**config.mk**
```make
export PLATFORM = sky130hd
export DESIGN_NAME = mram_serial_bridge_flat
export DESIGN_NICKNAME = d
export VERILOG_FILES = /design/src/rtl/mram_serial_bridge_if.sv /design/src/rtl/mram_serial_bridge.sv /design/src/flat_wrapper.sv
export SDC_FILE = /design/constraint.sdc
export NUM_CORES = 1
export LEC_CHECK = 0
export BUFFER_PORTS_ARGS = -buffer_cell sky130_fd_sc_hd__buf_2
export CAP_MARGIN = 20
export CORE_MARGIN = 2
export CORE_UTILIZATION = 45
export CTS_CLUSTER_DIAMETER = 200
export DETAILED_ROUTE_END_ITERATION = 16
export PLACE_DENSITY = 0.71
export SETUP_SLACK_MARGIN = 0.3
export SYNTH_ARGS = -nofsm -noshare
export SYNTH_HDL_FRONTEND = slang
export SYNTH_SLANG_ARGS = --single-unit
```
**constraint.sdc**
```tcl
create_clock -name clk -period 5.1 [get_ports clk]
set_clock_uncertainty 0.05 [all_clocks]
set_input_delay 0.51 -clock clk [delete_from_list [all_inputs] [get_ports clk]]
set_output_delay 0.51 -clock clk [all_outputs]
set_load 0.005 [all_outputs]
```
**src/rtl/mram_serial_bridge_if.sv**
```systemverilog
// rtl/mram_serial_bridge_if.sv - serial command and MRAM pin bundle for mram_serial_bridge
interface mram_serial_bridge_if #(
    parameter int ADDR_W = 20,
    parameter int DATA_W = 16
);
    localparam int BE_W = DATA_W / 8;

    logic              s_valid;
    logic              s_bit;
    logic              busy;
    logic              done;
    logic              err;
    logic              sdo;
    logic              sdo_valid;
    logic [ADDR_W-1:0] addr_out;
    logic [DATA_W-1:0] data_out;
    logic              data_oe;
    logic [DATA_W-1:0] data_in;
    logic              chip_en;
    logic              write_en;
    logic              out_en;
    logic [BE_W-1:0]   byte_en;

    modport slave (
        input  s_valid, s_bit, data_in,
        output busy, done, err, sdo, sdo_valid, addr_out, data_out, data_oe,
               chip_en, write_en, out_en, byte_en
    );

    modport master (
        output s_valid, s_bit, data_in,
        input  busy, done, err, sdo, sdo_valid, addr_out, data_out, data_oe,
               chip_en, write_en, out_en, byte_en
    );
endinterface

```
**src/rtl/mram_serial_bridge.sv**
```systemverilog
// rtl/mram_serial_bridge.sv - serial frame to MRAM access bridge with serial read-back
// Optional mid-frame idle timeout: define MRAM_BRIDGE_TIMEOUT_EN.
module mram_serial_bridge #(
    parameter int ADDR_W     = 20,
    parameter int DATA_W     = 16,
    parameter int ACCESS_CYC = 4,
    parameter int TIMEOUT    = 64
) (
    input  logic                 clk,
    input  logic                 rst,
    mram_serial_bridge_if.slave  bus_io
);
    localparam int BE_W  = DATA_W / 8;
    localparam int MAX_A = (ADDR_W > DATA_W) ? ADDR_W : DATA_W;
    localparam int MAX_B = (ACCESS_CYC > TIMEOUT) ? ACCESS_CYC : TIMEOUT;
    localparam int MAX_C = (MAX_A > MAX_B) ? MAX_A : MAX_B;
    localparam int CNT_W = $clog2(MAX_C + 1);

    localparam logic [CNT_W-1:0] BE_LAST   = CNT_W'(BE_W - 1);
    localparam logic [CNT_W-1:0] ADDR_LAST = CNT_W'(ADDR_W - 1);
    localparam logic [CNT_W-1:0] DATA_LAST = CNT_W'(DATA_W - 1);
    localparam logic [CNT_W-1:0] ACC_LAST  = CNT_W'(ACCESS_CYC - 1);

    typedef enum logic [2:0] {S_IDLE, S_HDR, S_ADDR, S_DATA, S_ACCESS, S_SHIFT} state_t;

    state_t             state_q;
    logic               op_q;
    logic [CNT_W-1:0]   cnt_q;
    logic [BE_W-1:0]    mask_q, mask_d;
    logic [ADDR_W-1:0]  addr_sh_q, addr_sh_d;
    logic [DATA_W-1:0]  data_sh_q, data_sh_d;
    logic [DATA_W-1:0]  rd_q;
    logic               busy_q, done_q, sdo_q, sdo_valid_q;
    logic [ADDR_W-1:0]  addr_out_q;
    logic [DATA_W-1:0]  data_out_q;
    logic [BE_W-1:0]    byte_en_q;
    logic               data_oe_q, chip_en_q, write_en_q, out_en_q;
    logic [BE_W:0]      mask_sh;
    logic [ADDR_W:0]    addr_sh;
    logic [DATA_W:0]    data_sh;
    logic               enter_acc;

    // Shadows shift right so the first (LSB) bit of each field lands at bit 0.
    always_comb begin
        mask_sh   = {bus_io.s_bit, mask_q} >> 1;
        addr_sh   = {bus_io.s_bit, addr_sh_q} >> 1;
        data_sh   = {bus_io.s_bit, data_sh_q} >> 1;
        mask_d    = mask_q;
        addr_sh_d = addr_sh_q;
        data_sh_d = data_sh_q;
        if (bus_io.s_valid) begin
            case (state_q)
                S_HDR:   mask_d    = mask_sh[BE_W-1:0];
                S_ADDR:  addr_sh_d = addr_sh[ADDR_W-1:0];
                S_DATA:  data_sh_d = data_sh[DATA_W-1:0];
                default: ;
            endcase
        end
        enter_acc = bus_io.s_valid &&
                    (((state_q == S_ADDR) && (cnt_q == ADDR_LAST) && !op_q) ||
                     ((state_q == S_DATA) && (cnt_q == DATA_LAST)));
    end

`ifdef MRAM_BRIDGE_TIMEOUT_EN
    localparam logic [CNT_W-1:0] TMO_LAST = CNT_W'(TIMEOUT - 1);
    logic [CNT_W-1:0] tmo_q;
    logic             err_q;
`endif

    always_ff @(posedge clk) begin
        if (rst) begin
            state_q     <= S_IDLE;
            op_q        <= 1'b0;
            cnt_q       <= '0;
            mask_q      <= '0;
            addr_sh_q   <= '0;
            data_sh_q   <= '0;
            rd_q        <= '0;
            busy_q      <= 1'b0;
            done_q      <= 1'b0;
            sdo_q       <= 1'b0;
            sdo_valid_q <= 1'b0;
            addr_out_q  <= '0;
            data_out_q  <= '0;
            byte_en_q   <= '0;
            data_oe_q   <= 1'b0;
            chip_en_q   <= 1'b0;
            write_en_q  <= 1'b0;
            out_en_q    <= 1'b0;
`ifdef MRAM_BRIDGE_TIMEOUT_EN
            tmo_q       <= '0;
            err_q       <= 1'b0;
`endif
        end else begin
            done_q    <= 1'b0;
            mask_q    <= mask_d;
            addr_sh_q <= addr_sh_d;
            data_sh_q <= data_sh_d;
            case (state_q)
                S_IDLE: if (bus_io.s_valid) begin
                    op_q    <= bus_io.s_bit;
                    busy_q  <= 1'b1;
                    cnt_q   <= '0;
                    state_q <= S_HDR;
                end
                S_HDR: if (bus_io.s_valid) begin
                    if (cnt_q == BE_LAST) begin
                        cnt_q   <= '0;
                        state_q <= S_ADDR;
                    end else begin
                        cnt_q <= cnt_q + 1'b1;
                    end
                end
                S_ADDR: if (bus_io.s_valid) begin
                    if (cnt_q == ADDR_LAST) begin
                        cnt_q <= '0;
                        if (op_q) state_q <= S_DATA;
                    end else begin
                        cnt_q <= cnt_q + 1'b1;
                    end
                end
                S_DATA: if (bus_io.s_valid && (cnt_q != DATA_LAST)) begin
                    cnt_q <= cnt_q + 1'b1;
                end
                S_ACCESS: begin
                    if (cnt_q == ACC_LAST) begin
                        cnt_q      <= '0;
                        chip_en_q  <= 1'b0;
                        write_en_q <= 1'b0;
                        out_en_q   <= 1'b0;
                        data_oe_q  <= 1'b0;
                        if (op_q) begin
                            busy_q  <= 1'b0;
                            done_q  <= 1'b1;
                            state_q <= S_IDLE;
                        end else begin
                            rd_q        <= bus_io.data_in;
                            sdo_q       <= bus_io.data_in[0];
                            sdo_valid_q <= 1'b1;
                            state_q     <= S_SHIFT;
                        end
                    end else begin
                        cnt_q <= cnt_q + 1'b1;
                    end
                end
                S_SHIFT: begin
                    if (cnt_q == DATA_LAST) begin
                        cnt_q       <= '0;
                        sdo_q       <= 1'b0;
                        sdo_valid_q <= 1'b0;
                        busy_q      <= 1'b0;
                        done_q      <= 1'b1;
                        state_q     <= S_IDLE;
                    end else begin
                        cnt_q <= cnt_q + 1'b1;
                        rd_q  <= rd_q >> 1;
                        sdo_q <= rd_q[1];
                    end
                end
                default: state_q <= S_IDLE;
            endcase
            // Pins load only here so the MRAM bus never sees a half-shifted frame.
            if (enter_acc) begin
                state_q    <= S_ACCESS;
                cnt_q      <= '0;
                addr_out_q <= addr_sh_d;
                data_out_q <= data_sh_d;
                byte_en_q  <= mask_q;
                chip_en_q  <= 1'b1;
                write_en_q <= op_q;
                data_oe_q  <= op_q;
                out_en_q   <= !op_q;
            end
`ifdef MRAM_BRIDGE_TIMEOUT_EN
            err_q <= 1'b0;
            if ((state_q == S_HDR) || (state_q == S_ADDR) || (state_q == S_DATA)) begin
                if (bus_io.s_valid) begin
                    tmo_q <= '0;
                end else if (tmo_q == TMO_LAST) begin
                    tmo_q   <= '0;
                    err_q   <= 1'b1;
                    busy_q  <= 1'b0;
                    cnt_q   <= '0;
                    state_q <= S_IDLE;
                end else begin
                    tmo_q <= tmo_q + 1'b1;
                end
            end else begin
                tmo_q <= '0;
            end
`endif
        end
    end

`ifdef MRAM_BRIDGE_TIMEOUT_EN
    assign bus_io.err = err_q;
`else
    assign bus_io.err = 1'b0;
`endif
    assign bus_io.busy      = busy_q;
    assign bus_io.done      = done_q;
    assign bus_io.sdo       = sdo_q;
    assign bus_io.sdo_valid = sdo_valid_q;
    assign bus_io.addr_out  = addr_out_q;
    assign bus_io.data_out  = data_out_q;
    assign bus_io.byte_en   = byte_en_q;
    assign bus_io.data_oe   = data_oe_q;
    assign bus_io.chip_en   = chip_en_q;
    assign bus_io.write_en  = write_en_q;
    assign bus_io.out_en    = out_en_q;
endmodule
```
**src/flat_wrapper.sv**
```systemverilog
// flat-port wrapper written by rule: the top's interface ports become plain ports
module mram_serial_bridge_flat 
#(
    parameter int ADDR_W     = 20,
    parameter int DATA_W     = 16,
    parameter int ACCESS_CYC = 4,
    parameter int TIMEOUT    = 64
)
  (clk, rst, bus_io_s_valid, bus_io_s_bit, bus_io_data_in, bus_io_busy, bus_io_done, bus_io_err, bus_io_sdo, bus_io_sdo_valid, bus_io_addr_out, bus_io_data_out, bus_io_data_oe, bus_io_chip_en, bus_io_write_en, bus_io_out_en, bus_io_byte_en);
  mram_serial_bridge_if #(.ADDR_W(ADDR_W), .DATA_W(DATA_W)) bus_io_i ();
  input  logic clk;
  input  logic rst;
  input wire logic [$bits(bus_io_i.s_valid)-1:0] bus_io_s_valid;
  input wire logic [$bits(bus_io_i.s_bit)-1:0] bus_io_s_bit;
  input wire logic [$bits(bus_io_i.data_in)-1:0] bus_io_data_in;
  output wire logic [$bits(bus_io_i.busy)-1:0] bus_io_busy;
  output wire logic [$bits(bus_io_i.done)-1:0] bus_io_done;
  output wire logic [$bits(bus_io_i.err)-1:0] bus_io_err;
  output wire logic [$bits(bus_io_i.sdo)-1:0] bus_io_sdo;
  output wire logic [$bits(bus_io_i.sdo_valid)-1:0] bus_io_sdo_valid;
  output wire logic [$bits(bus_io_i.addr_out)-1:0] bus_io_addr_out;
  output wire logic [$bits(bus_io_i.data_out)-1:0] bus_io_data_out;
  output wire logic [$bits(bus_io_i.data_oe)-1:0] bus_io_data_oe;
  output wire logic [$bits(bus_io_i.chip_en)-1:0] bus_io_chip_en;
  output wire logic [$bits(bus_io_i.write_en)-1:0] bus_io_write_en;
  output wire logic [$bits(bus_io_i.out_en)-1:0] bus_io_out_en;
  output wire logic [$bits(bus_io_i.byte_en)-1:0] bus_io_byte_en;
  assign bus_io_i.s_valid = bus_io_s_valid;
  assign bus_io_i.s_bit = bus_io_s_bit;
  assign bus_io_i.data_in = bus_io_data_in;
  assign bus_io_busy = bus_io_i.busy;
  assign bus_io_done = bus_io_i.done;
  assign bus_io_err = bus_io_i.err;
  assign bus_io_sdo = bus_io_i.sdo;
  assign bus_io_sdo_valid = bus_io_i.sdo_valid;
  assign bus_io_addr_out = bus_io_i.addr_out;
  assign bus_io_data_out = bus_io_i.data_out;
  assign bus_io_data_oe = bus_io_i.data_oe;
  assign bus_io_chip_en = bus_io_i.chip_en;
  assign bus_io_write_en = bus_io_i.write_en;
  assign bus_io_out_en = bus_io_i.out_en;
  assign bus_io_byte_en = bus_io_i.byte_en;
  mram_serial_bridge #(.ADDR_W(ADDR_W), .DATA_W(DATA_W), .ACCESS_CYC(ACCESS_CYC), .TIMEOUT(TIMEOUT)) u_core (.clk(clk), .rst(rst), .bus_io(bus_io_i));
endmodule
```
# Word level (Yosys, flattened, before mapping)
# Cells that the tools add are included.
totals:
  ff_bits: 110
  latch_bits: 0
  ramBits: 0
  mem_bits_ro: 0
  input_bits: 20
  output_inout_bits: 47
  n_memories: 0
op_classes:
  n_addsub: 1
  n_mul: 0
  div: 0
  n_lt_le_gt_ge: 0
  n_eq_ne: 31
  n_shift: 0
  muxes: 49
  bitwise_logic: 1
  reduce_logical: 24
op_table:
  columns: ["cell", "count"]
  rows:
  - ["2-to-1 mux 16 bit", 5]
  - ["2-to-1 mux 7 bit", 8]
  - ["case mux 7 bit (6 select lines)", 1]
  - ["2-to-1 mux 20 bit", 2]
  - ["case mux 16 bit (2 select lines)", 1]
  - ["2-to-1 mux 3 bit", 10]
  - ["case mux 3 bit (6 select lines)", 1]
  - ["AND reduction 9 bit", 2]
  - ["2-to-1 mux 1 bit", 17]
  - ["inequality test 2 bit (second input constant)", 7]
  - ["inequality test 2 x 1 -> 1 bit (second input constant)", 6]
  - ["inequality test 3 x 1 -> 1 bit (second input constant)", 4]
  - ["inequality test 3 x 2 -> 1 bit (second input constant)", 4]
  - ["AND reduction 5 bit", 2]
  - ["AND reduction 4 bit", 2]
  - ["adder 7 x 1 -> 7 bit (second input constant)", 1]
  - ["== test 7 x 1 -> 1 bit (second input constant)", 1]
  - ["== test 7 x 2 -> 1 bit (second input constant)", 1]
  - ["== test 7 x 4 -> 1 bit (second input constant)", 1]
  - ["== test 7 x 5 -> 1 bit (second input constant)", 1]
  - ["inequality test 7 x 4 -> 1 bit (second input constant)", 1]
  - ["== test 3 x 2 -> 1 bit (second input constant)", 2]
  - ["== test 3 bit (second input constant)", 2]
  - ["case mux 1 bit (2 select lines)", 3]
  - ["other kinds (13)", 21]

# Longest topological paths before layout
depth:
  word_depth: 7
  depth_mapped: 8
  mapped_depth_nobuf: 7

# Worst setup path before layout
# OpenSTA, ideal clock, no wires.
synth_timing:
  path_kind: "flip-flop to flip-flop"
  from: "register u_core.cnt_q[0]"
  to: "register u_core.rd_q[12]"
  setup_ns: 0.134
  t_arrival_ns: 2.309
  required_ns: 4.916
  slack_ns: 2.607
  stages_incl_launch_ff: 9
  n_path_buf: 3
  period_less_slack_ns: 2.493
  cell_sequence: "dfxtp_1 > ha_1 > or4b_1 > buf_2 > or4_1 > a21oi_1 > buf_2 > buf_2 > a211oi_1"
synth_between:
  elab_chain_cells: 3
  elab_cells_between_ends: 5
synth_lines:
  columns: ["element", "line_no", "text"]
  rows:
  - ["start: declaration", "mram_serial_bridge.sv:28", "logic [CNT_W-1:0] cnt_q;"]
  - ["start signal: assignment", "mram_serial_bridge.sv:111", "cnt_q <= cnt_q + 1'b1;"]
  - ["start signal: assignment", "mram_serial_bridge.sv:119", "cnt_q <= cnt_q + 1'b1;"]
  - ["start signal: assignment", "mram_serial_bridge.sv:123", "cnt_q <= cnt_q + 1'b1;"]
  - ["== test 7 x 4 -> 1 bit / == test 7 x 2 -> 1 bit (equally long branches)", "mram_serial_bridge.sv:147, mram_serial_bridge.sv:126", null]
  - ["inequality test 2 bit (no line) / inequality test 2 x 1 -> 1 bit (equally long branches)", null, null]
  - ["AND reduction 4 bit (no line) (*)", null, null]
  - ["end signal: assignment", "mram_serial_bridge.sv:137", "rd_q <= bus_io.data_in;"]
  - ["end signal: assignment", "mram_serial_bridge.sv:156", "rd_q <= rd_q >> 1;"]
  - ["end: declaration", "mram_serial_bridge.sv:32", "logic [DATA_W-1:0] rd_q;"]
# Every way passes the cells marked *; elsewhere a longest branch is shown, timed or not.
# A chain may end at the register's enable or synchronous reset.

# Final worst setup path
layout_timing:
  from: "register u_core.cnt_q[0]"
  to: "register u_core.data_out_q[11] (netlist: u_core.bus_io.data_out[11])"
layout_between:
  elab_chain_cells: 5
  elab_cells_between_ends: 7
layout_lines:
  columns: ["element", "line_no", "text"]
  rows:
  - ["== test 7 x 5 -> 1 bit", "mram_serial_bridge.sv:60", "(((state_q == S_ADDR) && (cnt_q == ADDR_LAST) && !op_q) ||"]
  - ["logical AND 1 bit (2 in series)", "mram_serial_bridge.sv:60", null]
  - ["logical OR 1 bit (*)", "mram_serial_bridge.sv:60", null]
  - ["logical AND 1 bit (*)", "mram_serial_bridge.sv:59", "enter_acc = bus_io.s_valid &&"]
  - ["end signal: assignment", "mram_serial_bridge.sv:167", "data_out_q <= data_sh_d;"]
  - ["end: declaration", "mram_serial_bridge.sv:35", "logic [DATA_W-1:0] data_out_q;"]
# Marks and branches as above.

==> results <==
- The run finished with clean final reports.
- The initial standard-cell utilization of the core is 46.42%.
- The number of nets handed over by synthesis was 470.
- The number of hold violations in the final report was 0.
- Once detailed placement completed, the half-perimeter wirelength came to 5474 um.
- The static leakage is 1.898 nW.
- Counting the fill cells in the layout gives 912.
- Setup violations remaining at the end of the flow were counted as 0.
- The fraction of the cycle the final worst path needs is 67.73%.
- The final layout contains routed wiring with a total length of 8185 um.
- The number of enable flip-flop cells after synthesis is 0.
- The area fraction in compound gates after synthesis is 13.62%.
- The worst pin sits at a relative slew slack of 31.92%.
- The floorplan die area is 10370 um2.
- The async set-reset flop share out of synthesis is 0%.
- The count of boundary I/O pins is 67.
- Setup repair after global routing left no endpoint under its margin.
- The cell count after synthesis is 448.
- STA puts the critical path data arrival time at 3670 ps.
- The routed length per instance is 13.05 um.
- The count of clock tree sinks is 109.
- The worst setup path is captured at a register.
- The die height is 101.9 um.
- A synthesized cell averages 9.619 um2.
- The leading cell type by number of instances after synthesis is sky130_fd_sc_hd__dfxtp_1.
- The accumulated negative setup slack is 0 ps.
- After detailed routing, the number of remaining DRC violations is 0.
- The first detailed-routing pass ran for 4 iterations.
- The number of buffers inserted to repair setup after CTS is 0.
- The synthesized-area fraction occupied by xor and xnor cells is 1.016%.
- Entering global routing, the biggest net connects 62 pins.
- For this block, the via count after detailed routing is 3242.
- The main combinational cell family by area after synthesis is simple AND/OR/NAND/NOR gates.
- Summing every instance area after synthesis gives 4309 um2.
- The launching element type of the critical path is a register.
- The path class of the tightest hold or removal check is in2reg.
- The clock-pin slew reported for the worst setup and hold paths after clock tree synthesis is 110 ps.
- For this run, the number of Yosys warnings is 0.
- The number of cells on the worst reg-to-reg path is 7.
- At the end of the flow, the number of nets in the layout was 515.
- The fmax is 0.2895 GHz.
- The count of cells resized by post-cts repair is 0.
- IR analysis of the VDD net gives a maximum drop of 0.1829 mV.
- Counting distinct cell types in the post-synthesis netlist gives 43.
- The post-synthesis sequential element count is 109.
- The measured slew at the worst slew-check pin is 1019 ps.
- The adder-cell area share of the yosys netlist is 0.5807%.
- In this run the worst path has a maximum fanout of 41.
- sky130_fd_sc_hd__dfxtp_1 takes more of the synthesized area than any other cell.
- The initial DRC count is 235.
- The data required time of the critical path is 5320 ps.
- The max-slew violation count came to 0.
- CTS built an H-tree with a depth of 3.
- The number of I/O port buffers is 65.
- The deepest clock path buffer count is 2.
- Cells fill 52.56% of the core in the end.
- After floorplanning, the core was divided into 35 placement rows.
- The synthesized design devotes to its leading area cell type 50.64% of total area.
- Counting the buffers created by CTS gives 9.
- The count of nets left with antenna violations after detail routing is 0.
- The total grt overflow is 0.
- After clock tree synthesis, the flow added hold-fix buffers numbering 0.
- The die outline width is 101.9 um.
- In the post-route analysis, the smallest setup slack over all paths is 1646 ps.
- The signed area change from the synthesized netlist to the final layout is 13.24%.
- At the placement stage, the worst setup path has a slack of 1706 ps.
- In the routed layout, each cell is associated on average with a via count of 5.171.
- The mux cell area share after synthesis is 13.50%.
- The clock latency of the later-clocked register in the worst-skew pair is 370 ps.
- The total area inside the core boundary comes to 9284 um2.
- Cells with a size suffix above 1 make up 19.28% of the layout.
- After synthesis, flip-flops and latches occupy 50.64% of the total area.
- At the end of routability-driven placement, the weighted congestion stood at 0.8526.
- The first global-routing pass estimated 14060 um of wire.
- TritonCTS built the clock tree.
- The post-layout minimum cycle time is 3454 ps.
- After synthesis, the cell types taking the most area are sky130_fd_sc_hd__dfxtp_1, sky130_fd_sc_hd__mux2i_1, sky130_fd_sc_hd__a211oi_1, sky130_fd_sc_hd__nor2_1, sky130_fd_sc_hd__clkbuf_1.
- The total routing resource utilization after global routing is 16.71%.
- 0 antenna diodes ended up in the layout.
- In this run the power density over the cells is 302.0 nW/um2.
- By count the netlist is led by sky130_fd_sc_hd__dfxtp_1, sky130_fd_sc_hd__nor2_1, sky130_fd_sc_hd__mux2i_1, sky130_fd_sc_hd__a211oi_1, sky130_fd_sc_hd__clkbuf_1.
- In the synthesized netlist the dominant register cell turns out to be sky130_fd_sc_hd__dfxtp_1.
- The worst hold path was traced through 3 stages.
- The critical path class is reg2reg.
- The number of global-route vias before repair is 3014.
- The fraction of the mapped netlist area in simple logic gates is 15.85%.
- The initial antenna violation count is 0.
- The tree is rooted in a sky130_fd_sc_hd__clkbuf_8.
- The tool flagged a number of max-cap violations equal to 0.
[flip-flops by register name (all words and copies together), names as in the netlist, 2 cells and up]
register / count
u_core.addr_sh_q: 20
u_core.cnt_q: 7
u_core.state_q: 3
u_core.data_sh_q: 16
u_core.rd_q: 15
u_core.bus_io.data_out: 16
u_core.bus_io.byte_en: 2
u_core.mask_q: 2
u_core.bus_io.addr_out: 20
[worst max-delay path: stages, from the launching register on]
cell and delay (ps):
sky130_fd_sc_hd__dfxtp_1 430, sky130_fd_sc_hd__ha_1 270, sky130_fd_sc_hd__or4b_1 640, sky130_fd_sc_hd__or3_1 470, sky130_fd_sc_hd__a21oi_4 820, sky130_fd_sc_hd__buf_4 380, sky130_fd_sc_hd__nor2_1 60, sky130_fd_sc_hd__a211oi_1 220
[cell usage in the layout (no fill, tap or decap), types with 3 or more instances in the layout]
cell	synthesis	routed
sky130_fd_sc_hd__a211oi_1	52	52
sky130_fd_sc_hd__a21oi_1	11	10
sky130_fd_sc_hd__buf_2	6	65
sky130_fd_sc_hd__buf_4	7	5
sky130_fd_sc_hd__clkbuf_8	0	9
sky130_fd_sc_hd__dfxtp_1	109	109
sky130_fd_sc_hd__inv_1	4	4
sky130_fd_sc_hd__mux2i_1	57	57
sky130_fd_sc_hd__nand2_1	10	10
sky130_fd_sc_hd__nand2b_1	5	5
sky130_fd_sc_hd__nand3_1	3	3
sky130_fd_sc_hd__nand3b_1	3	3
sky130_fd_sc_hd__nor2_1	103	102
sky130_fd_sc_hd__nor2b_1	4	4
sky130_fd_sc_hd__nor3_1	6	6
sky130_fd_sc_hd__nor3b_1	3	3
sky130_fd_sc_hd__o21ai_0	4	4
sky130_fd_sc_hd__or2_2	3	3
sky130_fd_sc_hd__or4_1	4	4
sky130_fd_sc_hd__xnor2_1	3	3
[logic make-up (layout without fill, tap and decap cells)]
family	after synthesis	in the layout
buffers and inverters	41	91
adders and majority gates	2	2
and+or+nand+nor	152	152
DFF	109	109
muxes	58	58
other	1	1
xor gates and xnor gates	5	5
AOI/OAI and AO/OA	80	80
[per-stage QoR]
step	total power, mW	hold slack [ps]	instances	instance area [um2]
floorplan	0.9419	404.1	448	4309
global placement	0.9590	405.5	610	4652
detailed placement	0.9603	417.2	610	4652
CTS	1.489	315.3	626	4865
global route	1.537	321.9	627	4880
finish	1.474	330.0	627	4880
[report_power, final]
group / leakage [nW] / switching, mW / internal [mW] / total, mW
clock: 0.106 / 0.332 / 0.201 / 0.533
combinational: 0.913 / 0.0473 / 0.0333 / 0.0806
sequential: 0.879 / 0.00515 / 0.855 / 0.860
total: 1.90 / 0.384 / 1.09 / 1.47
[layer usage]
metal,up-vias,wire length [um],track usage [%]
met3,9,341,3.420
met4,0,113,6.359
met2,67,3751,26.92
li1,1671,-,-
met1,1495,3979,22.19
met5,-,0,0
[worst paths after layout]
kind | endpoint | start | slack (ps)
setup / recovery | u_core.bus_io.data_out[11]$_SDFFE_PP0P_ | u_core.cnt_q[0]$_SDFFE_PP0P_ | 1650
hold / removal | u_core.rd_q[15]$_SDFFE_PP0P_ | bus_io_data_in[15] | 330
setup reg to reg | u_core.bus_io.data_out[11]$_SDFFE_PP0P_ | u_core.cnt_q[0]$_SDFFE_PP0P_ | 1650
hold reg to reg | u_core.bus_io.sdo_valid$_SDFFE_PP0P_ | u_core.bus_io.sdo_valid$_SDFFE_PP0P_ | 430
[area by class of cell]
| class | count | area [um2] | share of cell area [%] |
|---|---|---|---|
| Sequential cell | 109 | 2182 | 44.72 |
| Clock inverter | 7 | 88.84 | 1.821 |
| Tap cell | 129 | 161.4 | 3.308 |
| Timing Repair Buffer | 71 | 377.9 | 7.744 |
| Inverter | 4 | 15.01 | 0.3077 |
| Multi-Input combinational cell | 298 | 1931 | 39.56 |
| Clock buffer | 9 | 123.9 | 2.538 |
(Power assumes the default switching activity.)
